$ cat src/rtl/modn_stream_check.sv
// Framed MSB-first stream remainder checker (mod MOD, DW bits per beat).
// Ports: clk, rst_n, in_vld/in_sof/in_eof/din in; rem, flag_y, res_* and err_orphan out.
module modn_stream_check #(
  parameter int MOD = 3,
  parameter int DW  = 1,
  localparam int RW = $clog2(MOD)
) (
  input  logic          clk,
  input  logic          rst_n,
  input  logic          in_vld,
  input  logic          in_sof,
  input  logic          in_eof,
  input  logic [DW-1:0] din,
  output logic [RW-1:0] rem,
  output logic          flag_y,
  output logic          res_vld,
  output logic [RW-1:0] res_rem,
  output logic          res_div,
  output logic          err_orphan
);

  if (MOD < 2 || MOD > 255) begin : g_bad_mod
    $error("modn_stream_check: MOD out of range 2..255");
  end
  if (DW < 1 || DW > 8) begin : g_bad_dw
    $error("modn_stream_check: DW out of range 1..8");
  end

  typedef enum logic {
    IDLE = 1'b0,
    RUN  = 1'b1
  } state_t;

  localparam logic [RW:0] MODV = MOD[RW:0];

  state_t        state_q, state_d;
  logic [RW-1:0] rem_d;
  logic          res_vld_d;
  logic [RW-1:0] res_rem_d;
  logic          res_div_d;
  logic          err_d;
  logic [RW:0]   b;

  // b < MOD <= 2**RW, so the top bit is always clear before each
  // shift and 2*b+1 fits in RW+1 bits.
  always_comb begin
    b = in_sof ? '0 : {1'b0, rem};
    for (int i = DW - 1; i >= 0; i--) begin
      b = {b[RW-1:0], din[i]};
      if (b >= MODV) b = b - MODV;
    end
  end

  always_comb begin
    state_d   = state_q;
    rem_d     = rem;
    res_vld_d = 1'b0;
    res_rem_d = res_rem;
    res_div_d = res_div;
    err_d     = 1'b0;
    if (in_vld) begin
      unique case (state_q)
        IDLE: begin
          if (!in_sof) begin
            err_d = 1'b1;
          end else begin
            rem_d = b[RW-1:0];
            if (in_eof) begin
              res_vld_d = 1'b1;
              res_rem_d = b[RW-1:0];
              res_div_d = (b == '0);
            end else begin
              state_d = RUN;
            end
          end
        end
        RUN: begin
          rem_d = b[RW-1:0];
          if (in_eof) begin
            state_d   = IDLE;
            res_vld_d = 1'b1;
            res_rem_d = b[RW-1:0];
            res_div_d = (b == '0);
          end
        end
        default: state_d = IDLE;
      endcase
    end
  end

  always_ff @(posedge clk or negedge rst_n) begin
    if (!rst_n) begin
      state_q    <= IDLE;
      rem        <= '0;
      res_vld    <= 1'b0;
      res_rem    <= '0;
      res_div    <= 1'b0;
      err_orphan <= 1'b0;
    end else begin
      state_q    <= state_d;
      rem        <= rem_d;
      res_vld    <= res_vld_d;
      res_rem    <= res_rem_d;
      res_div    <= res_div_d;
      err_orphan <= err_d;
    end
  end

  assign flag_y = (state_q == RUN) && (rem == '0);

endmodule
$ cat config.mk
export PLATFORM = sky130hd
export DESIGN_NAME = modn_stream_check
export DESIGN_NICKNAME = d
export VERILOG_FILES = /design/src/rtl/modn_stream_check.sv
export SDC_FILE = /design/constraint.sdc
export NUM_CORES = 1
export LEC_CHECK = 0
export CORE_AREA = 2 2 39 41
export DETAILED_ROUTE_END_ITERATION = 10
export DIE_AREA = 0 0 41 43
export PLACE_DENSITY = 0.56
export SLEW_MARGIN = 20
export SYNTH_ARGS = -nofsm -noshare
export SYNTH_HDL_FRONTEND = slang
export SYNTH_SLANG_ARGS = --single-unit
$ cat constraint.sdc
create_clock -name clk -period 2.51 [get_ports clk]
set_clock_uncertainty 0.2 [all_clocks]
set_input_delay 0.3765 -clock clk [delete_from_list [all_inputs] [get_ports clk]]
set_output_delay 0.3765 -clock clk [all_outputs]
set_load 0.02 [all_outputs]
==> results by group, run 1 <==
Cells and area
  • Most frequent cells in the layout: 13 x clkdlybuf4s50_1, 8 x dfrtp_1, 4 x nor2_1
  • Layout cells sized above 1: between 10 and 15%
  • Area Overhead vs Synth: 41.79%
  • N_diodes: 0
  • FILL cells: between 100 and 150
  • Final non-filler cell area: between 500 and 600 sq um
  • Nets: 66
  • Most common cell after layout, fill and taps aside: clkdlybuf4s50_1

STA
  • Final Worst Setup Slack: slightly above 0.3 ns
  • Worst-margin pin slew: ~0.38 ns
  • Setup TNS Final: 0 ns
  • Slew headroom: 74.85%
  • Max frequency: about 450 MHz
  • Final Hold Fails: 0
  • Min Clock Period, post-route: 2.198 ns
  • Slew Limit Fails: 0
  • RSZ-0062 raised after global routing: no
  • Fin crit share: around 88%
  • Final setup fails: 0

Routing
  • Final wirelength: between 800 and 900 um
  • DRC viols: 0
  • Iteration-0 DRC Markers: 5
  • Vias: around 350
  • Pre-antenna DRT Iters: 2
  • Wire per inst: approximately 12 um
  • Vias per cell: 4.917
  • ANT nets after route: 0

Place
  • IO Port Bufs: 13
  • Setup WS pre-CTS: 0.1838 ns
  • Placed cell area: around 570 sq um
  • Final GP Congestion: 0.6616

Critical path
  • Slowest cell on the critical path: clkdlybuf4s50_1
  • Startpoint types: flip-flop
  • Setup crit end kind: output port
  • Critical path, cell by cell: nor2_1 > and2_1 > clkdlybuf4s50_1
  • Slowest stage delay, CP: ~0.59 ns
  • Critical path class: reg2out
  • Data arrival time of the worst path: 1.62 ns
  • Critical Path Fanout Max: 5
  • Critical Path RT: around 1.9 ns

Floorplan
  • Top Ports: 14
  • Die width: slightly above 40 um
  • Initial Utilization: a little over 30%
  • Row count: 14
  • Die H: approximately 43 um
  • CORE AREA: roughly 1400 sq um
  • Full die area: between 1500 and 2000 sq um

Yosys
  • Synth top area share: a little under half
  • Synth warnings: 0
  • Post-synthesis register bit count: 8
  • Register area share after synthesis: around 48%
  • Post-synth top area cell: dfrtp_1
  • Mapped cell area: 419.2 sq um
  • Largest cells by area after synthesis: dfrtp_1 48%, ha_1 6.0%, a32oi_2 3.9%, a21oi_1 3.6%, mux2_4 3.6%
  • Net Count, Synth: 48
  • Count of cell types in the netlist: 22
  • Post-synthesis average cell area: roughly 10 sq um
  • Synthesized instance count: 40

CTS
  • Clock Latency Late Sink: between 0.2 and 0.3 ns
  • Postcts setup bufs: 0
  • Max Root-Sink Buffers: 2
  • Post-cts resize count: 0
  • CTS tree: done
  • H-tree Lvls: 1
  • Num CTS Buffers: 3
  • Clk pin slew, worst setup/hold paths: 0.05 ns
  • Hold-fix buffers, CTS: 0
  • CTS Root Cell: clkbuf_4
  • Clock sink count: 8

GRT
  • GR Util All Layers: 11.66%
  • First-pass GRT wire length: between 1000 and 1500 um
  • Largest net degree at the start of global routing: 9
  • Vias in the first global route: around 300
  • Grt total ovfl: 0
  • Initial antenna violation count: 0

Power and ir drop
  • Pwr/cell area: a little over 700 nW/um^2
  • Comb power frac: between 30% and 40%
  • Register share of total power: around two fifths
  • Leakage: 0.2617 nW
  • Switching share of power: 32.31%
  • Clock group share of total power: a little under a quarter
  • Internal power: ~290 uW
  • Peak VDD IR: between 0.0004 and 0.0005 V
  • NetSw: between 100 and 150 uW

Outcome
  • Status: complete, no violations

Run
  • # Max-Cap Violations: 0

Min path
  • Min-delay worst type: in2async
==> cell families (layout without fill, tap and decap cells) <==
kind of cell             count (synthesis)  in the layout  synth area share, %
adder cells (fa/ha/maj)                  2              2                5.969
multiplexers                             1              1                3.581
flip-flops                               8              8                47.76
AO/OA/AOI/OAI                           14             14                25.07
AND/OR/NAND/NOR                         11             11                13.73
buffers and inverters                    4             20                3.879
==> layout make-up <==
type                       count  area, sq um  area share, %
clock buffer                   3        22.52          3.789
inverter                       3        11.26          1.895
multi-input combinational     28        202.7          34.11
sequential                     8        200.2          33.68
tap                           16        20.02          3.368
timing repair buffer          14        137.6          23.16
==> critical path, delay by kind of cell (launching register included) <==
kind	cells	cell delay, ns
buf+inv	1	0.59
flops	1	0.44
simple gates	2	0.33
==> cells in the mapped netlist <==
cell type	number
nand2_1	1
o21a_1	1
ha_1	2
a21oi_1	3
inv_1	3
o21ai_1	1
o211ai_1	2
nor2b_1	1
or2_2	1
buf_2	1
nor2_1	4
mux2_4	1
and2_1	2
nor3b_1	1
a32oi_2	1
o21bai_1	1
o221ai_1	1
a31oi_1	2
dfrtp_1	8
a41o_1	1
nand2b_1	1
a21o_1	1
==> registers in the layout (all words and copies together), names as in the netlist <==
signal	cells
rem	2
res_vld	1
res_div	1
state_q	1
err_orphan	1
res_rem	2
==> power groups by stage <==
stage	Combinational, mW	Clock, mW	Sequential [mW]
5_1_grt	0.175	0.113	0.175
4_1_cts	0.164	0.104	0.171
3_3_place_gp	0.162	0	0.173
2_1_floorplan	0.0685	0	0.196
6_report	0.162	0.0972	0.171
3_5_place_dp	0.163	0	0.173
==> per-layer routing <==
| metal | up-vias | track usage, % | wire, um |
|---|---|---|---|
| met5 | - | 0 | 0 |
| met2 | 11 | 14.69 | 390 |
| met3 | 0 | 7.853 | 53 |
| met4 | 0 | 2.000 | 0 |
| met1 | 162 | 16.61 | 393 |
| li1 | 181 | - | - |
==> metrics by stage <==
step | power (mW) | utilization (%) | std cells | hold WS, ns
detailed placement | 0.3365 | 41.32 | 69 | 0.2848
floorplan | 0.2645 | - | 40 | -0.1191
global placement | 0.3354 | 41.32 | 69 | 0.2833
global route | 0.4628 | 42.95 | 72 | 0.2170
finish | 0.4296 | 42.95 | 72 | 0.2062
CTS | 0.4391 | 42.95 | 72 | 0.2137
==> worst paths after layout <==
kind / from / end / slack, ns / depth (start not counted)
worst max register to register: rem[0] / res_div / 0.58 / 6
max in group asynchronous: rst_n / state_q / 1.63 / 1
worst min-delay path: rst_n / res_vld / 0.21 / 1
worst min register to register: res_rem[1] / res_rem[1] / 0.29 / 2
min in group clk: res_rem[1] / res_rem[1] / 0.29 / 2
worst max-delay path: rem[1] / flag_y / 0.31 / 3
(Power assumes the default switching activity.)
==> inputs of run 2 (changes only) <==
--- a/config.mk
+++ b/config.mk
@@ -5,10 +5,11 @@
 export SDC_FILE = /design/constraint.sdc
 export NUM_CORES = 1
 export LEC_CHECK = 0
+export CAP_MARGIN = 20
 export CORE_AREA = 2 2 39 41
 export DETAILED_ROUTE_END_ITERATION = 10
 export DIE_AREA = 0 0 41 43
-export PLACE_DENSITY = 0.56
+export PLACE_DENSITY = 0.58
 export SLEW_MARGIN = 20
 export SYNTH_ARGS = -nofsm -noshare
 export SYNTH_HDL_FRONTEND = slang
==> constraint.sdc (replaced) <==
create_clock -name clk -period 1.95 [get_ports clk]
set_clock_uncertainty 0.2 [all_clocks]
set_input_delay 0.2925 -clock clk [delete_from_list [all_inputs] [get_ports clk]]
set_output_delay 0.2925 -clock clk [all_outputs]
set_load 0.02 [all_outputs]
==> run 2 against run 1 <==
  * Clock-buffer cell count did not move
  * Largest power group is now combinational cells
  * Clock power rose by 29%
  * Highest routed layer is now met4
  * Critical path depth rose by 1
==> results by group, run 2 (synthesized netlist as in run 1, its figures left out) <==
STA
  • Final Hold Fails: 0 (unchanged)
  • Max frequency: roughly 540 MHz
  • Final setup fails: 0 (unchanged)
  • RSZ-0062 raised after global routing: no
  • Min Clock Period, post-route: between 1.5 and 2 ns
  • Worst-margin pin slew: 0.3788 ns (+0.002760 ns)
  • Setup TNS Final: 0 ns (unchanged)
  • Slew Limit Fails: 0 (unchanged)
  • Slew headroom: 74.67% (-0.18 points)
  • Fin crit share: roughly 95%

Routing
  • DRC viols: 0 (unchanged)
  • Wire per inst: 11.64 um (about the same)
  • Vias: 378 (+6.8%)
  • Vias per cell: 4.909 (-0.15%)
  • Iteration-0 DRC Markers: 3 (-2)
  • Pre-antenna DRT Iters: 4 (+2)
  • Final wirelength: 896 um (+7.0%)
  • ANT nets after route: 0 (unchanged)

Cells and area
  • FILL cells: 143 (-4.0%)
  • Storage cell area: 200.2 sq um (unchanged)
  • Multi-input logic area: 221.5 sq um (+9.3%)
  • Most common cell after layout, fill and taps aside: clkdlybuf4s50_1
  • Nets: 71 (+7.6%)
  • Final non-filler cell area: 648.1 sq um (+9.1%)
  • N_diodes: 0 (unchanged)
  • Most frequent cells in the layout: 11 x clkdlybuf4s50_1, 8 x dfrtp_1, 6 x buf_4
  • Layout cells sized above 1: 22.95% (+10 points)
  • Fin util: 46.84% (+3.9 points)
  • Area Overhead vs Synth: 54.63%
  • Non-Filler Instances: 77 (+6.9%)
  • Largest registers: rem: 2 flops, res_rem: 2 flops

GRT
  • Grt total ovfl: 0 (unchanged)
  • GR Util All Layers: 14.11% (+2.4 points)
  • Vias in the first global route: 366 (+22%)
  • Largest net degree at the start of global routing: 9 (unchanged)
  • First-pass GRT wire length: 1600 um (+21%)
  • Initial antenna violation count: 0 (unchanged)

Critical path
  • Critical path class: reg2out
  • Data arrival time of the worst path: 1.36 ns (-0.26 ns)
  • Critical Path Fanout Max: 3 (-2)
  • Startpoint types: flip-flop
  • Setup crit end kind: output port
  • Crit path launch: rem[0]
  • Critical Path RT: 1.46 ns (-0.47 ns)
  • Reg2reg start: rem[0]

Floorplan
  • Die H: 43 um (unchanged)
  • Full die area: 1763 sq um (unchanged)
  • CORE AREA: 1384 sq um (unchanged)
  • Die width: 41 um (unchanged)
  • Row count: 14 (unchanged)
  • Initial Utilization: 30.29% (unchanged)
  • Top Ports: 14 (unchanged)

Min path
  • Min-delay worst type: in2async

Power and ir drop
  • Leakage: 0.2924 nW (+12%)
  • Pwr/cell area: 904.0 nW/um^2 (+25%)
  • Peak VDD IR: 0.0003884 V (-14%)

CTS
  • Clock Latency Late Sink: 0.25 ns (about the same)
  • CTS Root Cell: clkbuf_4
  • Clk pin slew, worst setup/hold paths: 0.05 ns (about the same)
  • CTS tree: done
  • H-tree Lvls: 1 (unchanged)
  • Max Root-Sink Buffers: 2 (unchanged)
  • Clock sink count: 8 (unchanged)
  • Hold-fix buffers, CTS: 0 (unchanged)
  • Num CTS Buffers: 3 (unchanged)

Place
  • Dpl hpwl: 694.9 um
  • Placed Cells: 73 (+5.8%)
  • Placed cell area: 601.8 sq um (+5.3%)
  • Final GP Congestion: 0.7012 (+6.0%)
  • IO Port Bufs: 13 (unchanged)

Outcome
  • Status: complete, no violations

Run
  • # Max-Cap Violations: 0 (unchanged)
-- run 2: cell count changes in the layout (fill, tap and decap cells not counted) --
cell and change:
buf_4 +5, clkdlybuf4s50_1 -2, dlygate4sd2_1 +2, ha_1 -1, ha_4 +1, o221ai_1 -1, o221ai_2 +1
-- run 2: metrics by stage --
stage                     worst slack [ns]  total power [mW]  hold slack (ns)
after floorplan                    0.04389            0.3404          -0.2031
after global placement             -0.2947            0.4514           0.2769
after detailed placement           -0.3049            0.4530           0.2861
after CTS                          0.02724            0.5836           0.1232
after global routing              0.004250            0.6332           0.1387
final                              0.09439            0.5859           0.1255
-- run 2: path summary, 6_finish.rpt --
path                              endpoint  slack, ns  depth (start not counted)
worst max-delay path                flag_y       0.09                          4
worst min-delay path            res_rem[0]       0.13                          1
worst max register to register     res_div       0.11                          5
worst min register to register  res_rem[1]       0.29                          2
max in group asynchronous           rem[1]       1.15                          1
min in group clk                res_rem[1]       0.29                          2
-- run 2: layout make-up --
type | instances | share of cell area (%)
tap | 16 | 3.089
multi-input combinational | 28 | 34.17
clock buffer | 3 | 3.475
timing repair buffer | 19 | 26.64
inverter | 3 | 1.737
sequential | 8 | 30.89
-- run 2: layer usage --
layer,track usage [%],wire (um)
met5,0,0
met4,12.00,11
met3,3.141,34
met2,20.00,464
met1,17.00,385
-- run 2: what timing repair did --
| item | in CTS | in global routing |
|---|---|---|
| buffers inserted | 0 | 1 |
| gates resized for setup | 2 | 2 |
| gates cloned | 0 | 0 |
| setup endpoints to repair | 2 | 1 |
-- run 2: power by group --
group          total (mW)  internal, mW  switching, mW  leakage [nW]
clock network       0.125        0.0703         0.0547        0.0138
logic               0.249         0.133          0.116         0.180
registers           0.212         0.195         0.0166        0.0988
total               0.586         0.399          0.187         0.292
-- run 2: critical path, stage by stage, from the launching register on --
cell and delay, ns:
dfrtp_1 0.38, buf_4 0.14, nor2_1 0.13, and2_1 0.13, dlygate4sd2_1 0.32
